$ cat src/rtl/serial_bit_feeder.sv
// Parallel-to-serial feeder for the bit-pattern detector: accepts words over
// valid/ready and shifts them out one bit per clock on `a`, idling at IDLE_BIT.
module serial_bit_feeder #(
  parameter int WIDTH     = 8,
  parameter int MSB_FIRST = 1,
  parameter int IDLE_BIT  = 1
) (
  input  logic             clk,
  input  logic             reset_n,
  input  logic             load_valid,
  input  logic [WIDTH-1:0] load_data,
  output logic             load_ready,
  input  logic             hold,
  output logic             a,
  output logic             busy,
  output logic             done
);

  localparam int   CW     = $clog2(WIDTH);
  localparam logic IDLE_L = (IDLE_BIT != 0);

  typedef enum logic {
    IDLE,
    SHIFT
  } state_t;

  state_t           state_q;
  logic [CW-1:0]    cnt_q;
  logic [WIDTH-2:0] sr_q;
  logic             a_q;
  logic             busy_q;
  logic             done_q;

  logic             first_d;
  logic [WIDTH-2:0] rest_d;
  logic             accept;

  // Remaining bits are stored in send order so the next bit is always the MSB.
  always_comb begin
    first_d = (MSB_FIRST != 0) ? load_data[WIDTH-1] : load_data[0];
    rest_d  = '0;
    for (int unsigned j = 0; j < WIDTH - 1; j++) begin
      rest_d[WIDTH-2-j] = (MSB_FIRST != 0) ? load_data[WIDTH-2-j] : load_data[j+1];
    end
  end

  assign load_ready = !hold && ((state_q == IDLE) || (cnt_q == '0));
  assign accept     = load_valid && load_ready;

  always_ff @(posedge clk or negedge reset_n) begin
    if (!reset_n) begin
      state_q <= IDLE;
      cnt_q   <= '0;
      sr_q    <= '0;
      a_q     <= IDLE_L;
      busy_q  <= 1'b0;
      done_q  <= 1'b0;
    end else begin
      done_q <= 1'b0;
      if (!hold) begin
        if (state_q == SHIFT && cnt_q == '0) begin
          done_q <= 1'b1;
        end
        if (accept) begin
          a_q     <= first_d;
          sr_q    <= rest_d;
          cnt_q   <= CW'(WIDTH - 1);
          state_q <= SHIFT;
          busy_q  <= 1'b1;
        end else if (state_q == SHIFT) begin
          if (cnt_q != '0) begin
            a_q   <= sr_q[WIDTH-2];
            sr_q  <= sr_q << 1;
            cnt_q <= cnt_q - CW'(1);
          end else begin
            a_q     <= IDLE_L;
            busy_q  <= 1'b0;
            state_q <= IDLE;
          end
        end
      end
    end
  end

  assign a    = a_q;
  assign busy = busy_q;
  assign done = done_q;

endmodule

$ cat config.mk
export PLATFORM = sky130hd
export DESIGN_NAME = serial_bit_feeder
export DESIGN_NICKNAME = d
export VERILOG_FILES = /design/src/rtl/serial_bit_feeder.sv
export SDC_FILE = /design/constraint.sdc
export NUM_CORES = 1
export LEC_CHECK = 0
export ABC_AREA = 1
export BUFFER_PORTS_ARGS = -buffer_cell sky130_fd_sc_hd__buf_2
export CAP_MARGIN = 20
export CORE_MARGIN = 2
export CORE_UTILIZATION = 54
export CTS_BUF_LIST = sky130_fd_sc_hd__clkbuf_4
export CTS_CLUSTER_SIZE = 40
export DETAILED_ROUTE_END_ITERATION = 6
export HOLD_SLACK_MARGIN = 0.15
export PLACE_DENSITY = 0.79
export SLEW_MARGIN = 20
export SYNTH_ARGS = -nofsm -noshare
export SYNTH_HDL_FRONTEND = slang
export SYNTH_SLANG_ARGS = --single-unit
$ cat constraint.sdc
create_clock -name clk -period 1.5 [get_ports clk]
set_input_delay 0.225 -clock clk [delete_from_list [all_inputs] [get_ports clk]]
set_output_delay 0.225 -clock clk [all_outputs]
set_load 0.005 [all_outputs]
==> flow_metrics.tcl <==
set metrics [dict create \
    outcome "complete, no violations" \
    ys_ff_latch 14 \
    tritoncts_buffers 3 \
    whs_ns 0.202 \
    worst_setup_hold_path_clk_slew_ns 0.09 \
    drcViolationCount 0 \
    required_ns 1.27 \
    rows 13 \
    vdd.ir_drop.worst_v 0.000871 \
    design_area_sq_um 905 \
    post-route-period-util 0.952 \
    clock_latency_on_the_worst_skew_pair_ns 0.27 \
    worst-slew-pin-transition_ns 0.322 \
    drive_gt1_frac 0.254 \
    finClkSkew_ns 0.00211 \
    route.detailed.wl_per_inst_um 11.2 \
    cp_slowest_cell "sky130_fd_sc_hd__dfrtp_1" \
    viasPerCell 4.91 \
    setup.worst_path.start_class "flip-flop" \
    die_height_um 41.2 \
    first_iter_violations 10 \
    gp_congestion 0.728 \
    synth_cells 101 \
    cts_root_buffer "sky130_fd_sc_hd__clkbuf_4" \
    worstPathCellList "inv_2, ha_4, nand2_4, a21oi_2, buf_2" \
    syn2layout_area_growth_pct 21.3 \
    timing.max_slew.rel_slack 0.785 \
    crit_type "flip-flop to output port" \
    dieWidth_um 41.2 \
    num_vias 673 \
    grt_max_degree 15 \
    final_common_cell "sky130_fd_sc_hd__nand2_1" \
    synth_cell_type_count 14 \
    cp_data_arrival_time_ns 1.20 \
    static-leakage-power_uw 0.000545 \
    rsz_0062_raised_after_global_routing "false" \
    avgSynthCellArea_sq_um 7.38 \
    crit_path_max_fanout 5 \
    coreArea_sq_um 1300 \
    number_of_antenna_violating_nets_in_the_routed_design 0 \
    grt_pass1_vias 597 \
    design.portCount 16 \
    grt_util_all_layers 0.219 \
    cts.htree.levels 1 \
    layout.nets 137 \
    clock.fmax_mhz 700 \
    largest_stage_delay_on_the_critical_path_ns 0.38 \
    antenna_found_initial 0 \
    finalSetupTns_ns 0 \
    finalHoldViolCount 0 \
    io_buffers 15 \
    grt_overflow_total 0 \
    final_max_slew_viol_count 0 \
    period_needed_ns 1.43 \
    drv.max_cap_violation_count 0 \
    critical_path.endpoint_type "output port" \
    global_route_wire_length_before_repair_um 2410 \
    hpwl_um 1070 \
    syn_area_sq_um 746 \
    synth_fp_nets 115 \
    num-fill-cells 124 \
    finalSetupViolations 0 \
    clock_sinks 14 \
    power.density_cell_area_nw_per_um2 1570 \
    floorplan.initialDensity 0.573 \
    register_area_sq_um 352 \
    count_of_yosys_warnings_during_synthesis 0 \
    route.final.wire_length_um 1530 \
    cts.path.max_buffers 2 \
    top_library_cells_by_usage_in_the_layout_fill_and_taps_aside "sky130_fd_sc_hd__nand2_1, sky130_fd_sc_hd__inv_1, sky130_fd_sc_hd__nand3_1, sky130_fd_sc_hd__buf_2, sky130_fd_sc_hd__dfrtp_1" \
    total_die_area_sq_um 1690 \
    num_antenna_cells 0 \
    tritoncts_clock_tree "built" \
    drtPass1Iterations 4 \
    synth-seq-area-share 0.471 \
    min_path_type "primary input to flip-flop" \
    multiInputGateArea_sq_um 318 \
    placement.cell_area_sq_um 836 \
]
==> cell type report <==
| class | count | area share |
|---|---|---|
| flip-flops and latches | 14 | 0.389 |
| multi-input cells | 63 | 0.351 |
| repair buffers | 18 | 0.111 |
| inverters | 23 | 0.0954 |
| clock buffers | 4 | 0.0332 |
| well taps | 15 | 0.0207 |
==> path summary, 6_finish.rpt <==
check | endpoint | slack [ns] | cells past startpoint | startpoint
hold / removal | state_q | 0.20 | 3 | hold
min in group asynchronous | done | 0.37 | 2 | reset_n
hold reg to reg | sr_q[1] | 0.49 | 2 | sr_q[1]
setup reg to reg | sr_q[4] | 0.18 | 8 | cnt_q[0]
max in group asynchronous | a | 0.84 | 2 | reset_n
setup / recovery | load_ready | 0.07 | 5 | cnt_q[0]
==> sequential cells by signal (all words and copies together), names as in the netlist <==
name	flops
cnt_q	3
a	1
sr_q	7
done	1
state_q	1
busy	1
==> layer usage <==
| layer | GRT usage | vias to the layer above | share of wire |
|---|---|---|---|
| li1 | - | 347 | - |
| met1 | 0.262 | 312 | 0.44 |
| met2 | 0.383 | 12 | 0.52 |
| met3 | 0.0326 | 2 | 0.035 |
| met4 | 0.0968 | 0 | 0.0091 |
| met5 | 0 | - | 0 |
==> kinds of logic after synthesis <==
group	Yosys count	synth area share
simple gates	54	0.312
compound gates	6	0.0403
buf+inv	24	0.131
fa+ha+maj	2	0.0336
xor+xnor	1	0.0117
flops	14	0.471
==> through the flow <==
step	power [uW]	setup slack, ns	std cells	util
2_1_floorplan	974	0.286	101	-
3_3_place_gp	1090	0.179	131	0.642
3_5_place_dp	1110	0.149	131	0.642
4_1_cts	1350	0.00869	136	0.673
5_1_grt	1560	0.00834	137	0.695
6_report	1420	0.0715	137	0.695
==> worst max-delay path: cells and delay by family (launching register included) <==
| family | cells | cell delay [ns] |
|---|---|---|
| compound gates | 1 | 0.12 |
| fa+ha+maj | 1 | 0.16 |
| buf+inv | 2 | 0.21 |
| flops | 1 | 0.38 |
| simple gates | 1 | 0.07 |
==> cell usage after synthesis, drive strengths merged <==
cell / n / area share
nand2: 35 / 0.19
inv: 23 / 0.12
nand3: 16 / 0.11
dfrtp: 13 / 0.44
o21ai: 5 / 0.034
nor2: 3 / 0.015
ha: 2 / 0.034
a21oi: 1 / 0.0067
buf: 1 / 0.015
dfstp: 1 / 0.035
xnor2: 1 / 0.012
==> report_power, final <==
part	leakage, uW	switching, uW	internal [uW]
clock	0.0000184	119	121
sequential	0.000170	81.0	530
combinational	0.000356	331	239
==> what timing repair did <==
item,4_1_cts,5_1_grt
hold buffers,1,0
hold endpoints to repair,14,0
buffers inserted,0,1
resized for setup,0,6
endpoints found under the setup margin,0,7
(Power assumes the default switching activity.)
